## src/rtl/binarization_stream_ctrl.sv

```systemverilog
// Thermometer binarization front end for the first BNN layer.
// Two-entry ping-pong chunk buffer, one channel bitplane out per beat.
module binarization_stream_ctrl #(
    parameter int PARAM_IN_CNT = 784,
    parameter int PARAM_IN_BIT = 2,
    parameter int PARAM_CH_CNT = 2 ** PARAM_IN_BIT,
    parameter int PARAM_CHUNK  = 16,
    localparam int NCHUNK = PARAM_IN_CNT / PARAM_CHUNK,
    localparam int CH_W   = (PARAM_CH_CNT > 1) ? $clog2(PARAM_CH_CNT) : 1,
    localparam int CK_W   = (NCHUNK > 1) ? $clog2(NCHUNK) : 1
) (
    input  logic                                 clk,
    input  logic                                 rst,
    input  logic                                 start,
    output logic                                 busy,
    output logic                                 done,
    input  logic                                 in_valid,
    output logic                                 in_ready,
    input  logic [PARAM_CHUNK*PARAM_IN_BIT-1:0]  in_data,
    output logic                                 out_valid,
    input  logic                                 out_ready,
    output logic [PARAM_CHUNK-1:0]               out_data,
    output logic [CH_W-1:0]                      out_ch,
    output logic [CK_W-1:0]                      out_chunk,
    output logic                                 out_last
);

    localparam int ENT_W = PARAM_CHUNK * PARAM_CH_CNT;
    localparam int IC_W  = $clog2(NCHUNK + 1);

    if (PARAM_IN_CNT % PARAM_CHUNK != 0) begin : g_cfg_chk
        $error("PARAM_IN_CNT must be a multiple of PARAM_CHUNK");
    end

    typedef enum logic {
        IDLE = 1'b0,
        RUN  = 1'b1
    } state_t;

    state_t state, state_nxt;

    logic [ENT_W-1:0] buf_q [2];
    logic [1:0]       count;
    logic             wptr, rptr;
    logic [IC_W-1:0]  in_cnt;
    logic [CK_W-1:0]  chunk_q;
    logic [CH_W-1:0]  ch_q;
    logic             done_q;

    logic push, out_fire, ch_end, pop, fin;

    // Entry layout is channel-major so a bitplane is one contiguous slice.
    function automatic logic [ENT_W-1:0] encode(
        input logic [PARAM_CHUNK*PARAM_IN_BIT-1:0] d
    );
        logic [PARAM_IN_BIT:0]        sx;
        logic signed [PARAM_IN_BIT:0] ones;
        encode = '0;
        for (int i = 0; i < PARAM_CHUNK; i++) begin
            sx   = {d[i*PARAM_IN_BIT+PARAM_IN_BIT-1],
                    d[i*PARAM_IN_BIT +: PARAM_IN_BIT]};
            ones = $signed(sx + (PARAM_IN_BIT+1)'(PARAM_CH_CNT / 2));
            for (int c = 0; c < PARAM_CH_CNT; c++) begin
                encode[c*PARAM_CHUNK+i] = (ones > $signed((PARAM_IN_BIT+1)'(c)));
            end
        end
    endfunction

    assign busy      = (state == RUN);
    assign done      = done_q;
    assign in_ready  = busy && (count < 2'd2) && (in_cnt < IC_W'(NCHUNK));
    assign out_valid = (count != 2'd0);
    assign out_ch    = ch_q;
    assign out_chunk = chunk_q;
    assign ch_end    = (ch_q == CH_W'(PARAM_CH_CNT - 1));
    assign out_last  = out_valid && ch_end && (chunk_q == CK_W'(NCHUNK - 1));
    assign out_data  = out_valid ? buf_q[rptr][ch_q*PARAM_CHUNK +: PARAM_CHUNK]
                                 : '0;

    assign push     = in_valid && in_ready;
    assign out_fire = out_valid && out_ready;
    assign pop      = out_fire && ch_end;
    assign fin      = out_fire && out_last;

    always_comb begin
        state_nxt = state;
        unique case (state)
            IDLE: if (start) state_nxt = RUN;
            RUN:  if (fin)   state_nxt = IDLE;
            default:         state_nxt = IDLE;
        endcase
    end

    always_ff @(posedge clk) begin
        if (push) buf_q[wptr] <= encode(in_data);
    end

    always_ff @(posedge clk) begin
        if (rst) begin
            state   <= IDLE;
            count   <= '0;
            wptr    <= 1'b0;
            rptr    <= 1'b0;
            in_cnt  <= '0;
            chunk_q <= '0;
            ch_q    <= '0;
            done_q  <= 1'b0;
        end else begin
            state  <= state_nxt;
            done_q <= fin;
            count  <= count + {1'b0, push} - {1'b0, pop};
            if (push) begin
                wptr   <= ~wptr;
                in_cnt <= in_cnt + 1'b1;
            end
            if (pop) begin
                rptr    <= ~rptr;
                chunk_q <= chunk_q + 1'b1;
            end
            if (out_fire) ch_q <= ch_end ? '0 : ch_q + 1'b1;
            // Image complete: rearm counters for the next start.
            if (fin) begin
                in_cnt  <= '0;
                chunk_q <= '0;
                wptr    <= 1'b0;
                rptr    <= 1'b0;
            end
        end
    end

endmodule

```

## config.mk

```make
export PLATFORM = sky130hd
export DESIGN_NAME = binarization_stream_ctrl
export DESIGN_NICKNAME = d
export VERILOG_FILES = /design/src/rtl/binarization_stream_ctrl.sv
export SDC_FILE = /design/constraint.sdc
export NUM_CORES = 1
export LEC_CHECK = 0
export ABC_CLOCK_PERIOD_IN_PS = 9100
export CORE_MARGIN = 1.5
export CORE_UTILIZATION = 55
export DETAILED_ROUTE_END_ITERATION = 10
export GPL_TIMING_DRIVEN = 0
export PLACE_DENSITY = 0.8
export SLEW_MARGIN = 10
export SYNTH_ARGS = -nofsm -noshare
export SYNTH_HDL_FRONTEND = slang
export SYNTH_SLANG_ARGS = --single-unit
```

## constraint.sdc

```tcl
create_clock -name clk -period 9.1 [get_ports clk]
set_input_delay 1.365 -clock clk [delete_from_list [all_inputs] [get_ports clk]]
set_output_delay 1.365 -clock clk [all_outputs]
set_load 0.01 [all_outputs]
```

**After elaboration in Yosys (flattened, before gate mapping)**

Memory sizes are Yosys's and may differ from the RTL's. A register that Yosys moved wholly into a read port is not among the register bits.
Cells that the tools add are included.

- Latch bits: 0
- ROM bits: 0
- Register bits after elaboration: 20
- Memory bits (writable): 128
- Memories kept: 1

- Muxes and demuxes: 9
- Equality and inequality tests: 2
- Reduce and logical (&&, ||, !) cells: 10
- Div/mod/pow operators: 0
- Shift-type cells: 1
- $add $sub $neg: 21
- Bitwise operators: 3
- $mul: 0
- $lt $le $gt $ge: 66

Memory list:

| memory | words | bits a word | read ports | clocked after memory_dff | write ports | RTL line | source |
|---|---|---|---|---|---|---|---|
| buf_q | 2 | 64 | 1 | 1 | 1 | 42 | `logic [ENT_W-1:0] buf_q [2];` |

Operators by type and width:

| cell | count |
|---|---|
| 3-bit greater-than comparator, second input constant | 32 |
| 64-bit by 7-bit variable part select with 16-bit output | 1 |
| 3-bit by 2-bit adder with 3-bit output, second input constant | 16 |
| 3-bit by 1-bit greater-than comparator with 1-bit output, second input constant | 16 |
| 3-bit by 2-bit greater-than comparator with 1-bit output, second input constant | 16 |
| 16-bit two-way mux | 1 |
| 6-bit by 1-bit adder with 6-bit output, second input constant | 2 |
| 1-bit logical AND | 8 |
| 6-bit equality test, second input constant | 1 |
| 6-bit less-than comparator, second input constant | 1 |
| 1-bit two-way mux | 6 |
| 1-bit inverter | 3 |
| 2-bit by 1-bit adder with 2-bit output | 1 |
| 2-bit by 1-bit adder with 2-bit output, second input constant | 1 |
| 2-bit equality test, second input constant | 1 |
| 2-bit less-than comparator, second input constant | 1 |
| 2-bit two-way mux | 1 |
| 1-bit case mux with 2 select lines | 1 |
| 2-bit nonzero test | 1 |
| 2-bit OR reduction | 1 |
| 2-bit by 1-bit subtractor with 2-bit output | 1 |

**Depth between registers and ports, before layout**

- Word-level depth: 6
- Mapped depth: 10

**Worst setup path before layout**

No wires, ideal clock.

- Kind: input to register
- From: in in_valid
- To: mem buf_q[1][0] (netlist bit), enable pin
- Arrival time: 3.736 ns
- Cell stages on the path: 3
- Slack: 4.910 ns
- Required time: 8.646 ns
- Cell sequence: and3b_1 -> o21ai_0 -> nor2_1

- Word-level cells in the longest chain between the ends: 3

RTL lines:

| what | RTL line | source |
|---|---|---|
| start, declared | 17 | `input logic in_valid,` |
| 1-bit logical AND | 80 | `assign push = in_valid && in_ready;` |
| 1-bit two-way mux | 95 | `if (push) buf_q[wptr] <= encode(in_data);` |
| 1-bit two-way mux (implied by the code) | 95 |  |
| end, declared | 42 |  |

Every way passes these cells.

**Worst setup path in the final report**

- From: reg count[0]
- To: out out_data[7]

- Word-level cells in the longest chain between the ends: 2

RTL lines:

| what | RTL line | source |
|---|---|---|
| start, declared | 43 | `logic [1:0] count;` |
| start signal, assigned | 111 | `count <= count + {1'b0, push} - {1'b0, pop};` |
| 2-bit nonzero test | 72 | `assign out_valid = (count != 2'd0);` |
| 16-bit two-way mux | 77 | `assign out_data = out_valid ? buf_q[rptr][ch_q*PARAM_CHUNK +: PARAM_CHUNK]` |
| end, declared | 22 | `output logic [PARAM_CHUNK-1:0] out_data,` |

Every way passes these cells.

==> qor.yml <==
wirelength_mm: 9.77
clk_pin_slew_worst_paths_ns: 0.06
overflow: 0
p_leak_nw: 2.28
fin_crit_sh: 0.448
core-area_um2: 8760
chipWidth_um: 98.2
initial_utilization: 0.569
path_class: "flip-flop to primary output"
r2r-start: "in_cnt[0]"
synth-adder-area-share: 0.0176
crit_start: "count[0]"
synth_edf_count: 96
layout-drive-gt1-share: 0.145
drt_pre_antenna_iters: 4
antenna_left: 0
reg2regPathDepth: 6
fmax_mhz: 245
rsz0062_at_grt: "false"
synth-simple-area-share: 0.0938
synth_top_family_by_area: "multiplexers"
gp_congestion: 0.799
cts.path.max_buffers: 2
num_vias: 3054
syn_nets: 385
drt_iter0_drc: 132
ys.flop_type: "edfxtp_1"
placedCellCount: 516
crit_arrival_ns: 2.71
fin_cells: 548
port-buffer-count: 65
synth-seq-cells: 117
timing.critical_path.required_ns: 7.74
wire_per_inst_um: 17.8
crit_buf_inv: 2
synth_top_area_share: 0.578
min_period_ns: 4.07
status: "complete, no violations"
grt_max_degree: 27
yosysSeqAreaShare: 0.662
netlist-cell-type-count: 43
yosysWarnings: 0
path_cells: "or2_0 > nand3b_1 > buf_2 > o22ai_1 > clkdlybuf4s50_1"
ys_top_cells_by_area: "edfxtp_1, dfxtp_1, mux4_2, mux2i_1, inv_1"
endpoint: "out_data[7]"
rows: 34
ir_drop_v: 0.000155
synth_mux_area_frac: 0.108
grt_pass1_vias: 3232
cp_top_family: "buffers and inverters"
clock-sinks: 117
synthXorXnorAreaFrac: 0.00878
htree_num_levels: 4
fin_area_um2: 6400
netlist_instances: 341
finalSetupViolCount: 0
cap_violations: 0
slew-limit-headroom: 0.464
slew_violations: 0
worstHoldPathType: "flip-flop to flip-flop"
worstSkewPairLatency_ns: 0.51
slowest_delay_ns: 0.57
drc: 0
synthArstFlopShare: 0
end_kind: "primary output"
numCtsBuffers: 17
antenna_found_initial: 0
ctsResizeCount: 0
diodes: 0
worstMarginPinSlew_ns: 0.803
yosys.area.top_type: "edfxtp_1"
finalHoldViolations: 0
power-per-cell-area_nw_per_um2: 205
final_nets: 471
reg2reg_to: "buf_q[1][32]"
io_pins: 66
area_growth_pct: 28.4
synth_area_um2: 4990
worst-path-stages: 5
crit_slowest_cell: "clkdlybuf4s50_1"
cts-root-buf: "clkbuf_8"
synth_compound_area_frac: 0.0617
place_area_um2: 5840
dp_hpwl_mm: 6.18
avgSynthCellArea_um2: 14.6
cp-start-kind: "flip-flop"
grt_pass1_wl_mm: 15.6
path_max_fanout: 10
cts_hold_buf: 0
ff2ff_setup_slack_ns: 6.54
track_usage: 0.216
die_area_um2: 9650
postCtsSetupRepairBufs: 0
die_h_um: 98.2
tns_ns: 0
fill_cells: 584
vias_per_cell: 5.57
hold_ws_ns: 0.505
cts_tree: "done"
skew_ns: 0.00800
-- worst min-delay path, stage by stage (launching register included) --
cell and delay, ns:
dfxtp_1 0.32, nand2_1 0.06, a31oi_1 0.08
-- report_power, final --
part | internal (mW) | switching, mW
Sequential | 0.594 | 0.00501
Combinational | 0.0436 | 0.0403
Clock | 0.407 | 0.220
Total | 1.05 | 0.265
-- kinds of logic (layout without fill, tap and decap cells) --
logic type / count (synthesis) / count (layout)
AOI/OAI and AO/OA: 43 / 43
and+or+nand+nor: 81 / 81
xor gates and xnor gates: 5 / 5
adders and majority gates: 7 / 7
muxes: 34 / 34
buffers and inverters: 54 / 153
DFF: 117 / 117
-- routing by layer --
metal | routed length, um | global-route usage | vias to the layer above
met5 | 0 | 0 | -
met4 | 193 | 0.0867 | 0
met3 | 530 | 0.0644 | 19
met2 | 5060 | 0.376 | 97
met1 | 3990 | 0.252 | 1498
li1 | - | - | 1440
-- metrics by stage --
| stage | util | worst slack, ns | power, mW |
|---|---|---|---|
| 2_1_floorplan | - | 4.91 | 0.649 |
| 3_3_place_gp | 0.659 | 3.35 | 0.688 |
| 3_5_place_dp | 0.666 | 5.47 | 0.693 |
| 4_1_cts | 0.731 | 5.01 | 1.32 |
| 5_1_grt | 0.731 | 4.92 | 1.35 |
| 6_report | 0.731 | 5.03 | 1.31 |
-- worst min path at each step --
stage               startpoint   endpoint  slack, ns  cells past startpoint
detailed placement        rptr  flip-flop       0.49                      2
finish                    wptr       wptr       0.50                      2
global placement          wptr       wptr       0.48                      2
floorplan                 wptr       wptr       0.46                      2
global route              wptr       wptr       0.52                      2
CTS                       wptr       wptr       0.51                      2
-- cells in the mapped netlist (2+ instances only) --
cell / number
and2_1: 2
mux4_2: 16
dfxtp_1: 21
buf_2: 5
a31oi_1: 3
nor3b_1: 2
o22ai_1: 16
a21oi_1: 7
edfxtp_1: 96
buf_6: 2
nor2b_1: 17
nand2_1: 9
xnor2_1: 2
o211ai_1: 3
nand2b_1: 18
or3_1: 3
clkbuf_2: 2
mux2i_1: 18
nor2_1: 10
xor2_1: 3
nand3_1: 7
nor4_1: 2
ha_1: 7
nand3b_1: 2
buf_4: 3
o21ai_0: 5
or4_1: 2
o31ai_1: 2
inv_1: 42
-- cells in the final DEF (no fill, tap or decap), types with 7 or more instances in the layout --
cell             netlist  layout
a21oi_1                7       7
clkdlybuf4s50_1        0      65
clkbuf_16              0      16
nand2b_1              18      18
nand2_1                9       9
ha_1                   7       7
mux2i_1               18      18
inv_1                 42      41
o22ai_1               16      16
nand3_1                7       7
nor2b_1               17      17
dfxtp_1               21      21
edfxtp_1              96      96
nor2_1                10       9
mux4_2                16      16
-- state kept, by name (all words and copies together) (netlist names), named ones only --
signal	count
rptr	1
busy	1
out_ch	2
out_chunk	6
count	2
wptr	1
in_cnt	6
done	1
buf_q	96
-- cell type report --
type,count,area [um^2],area share
inverter,42,158,0.0246
clock inverter,10,105,0.0164
buffer,12,80.1,0.0125
multi-input combinational,170,1460,0.227
clock buffer,22,463,0.0723
sequential,117,3300,0.516
tap,108,135,0.0211
timing repair buffer,67,706,0.110
Power figures use the tool's default switching activity.
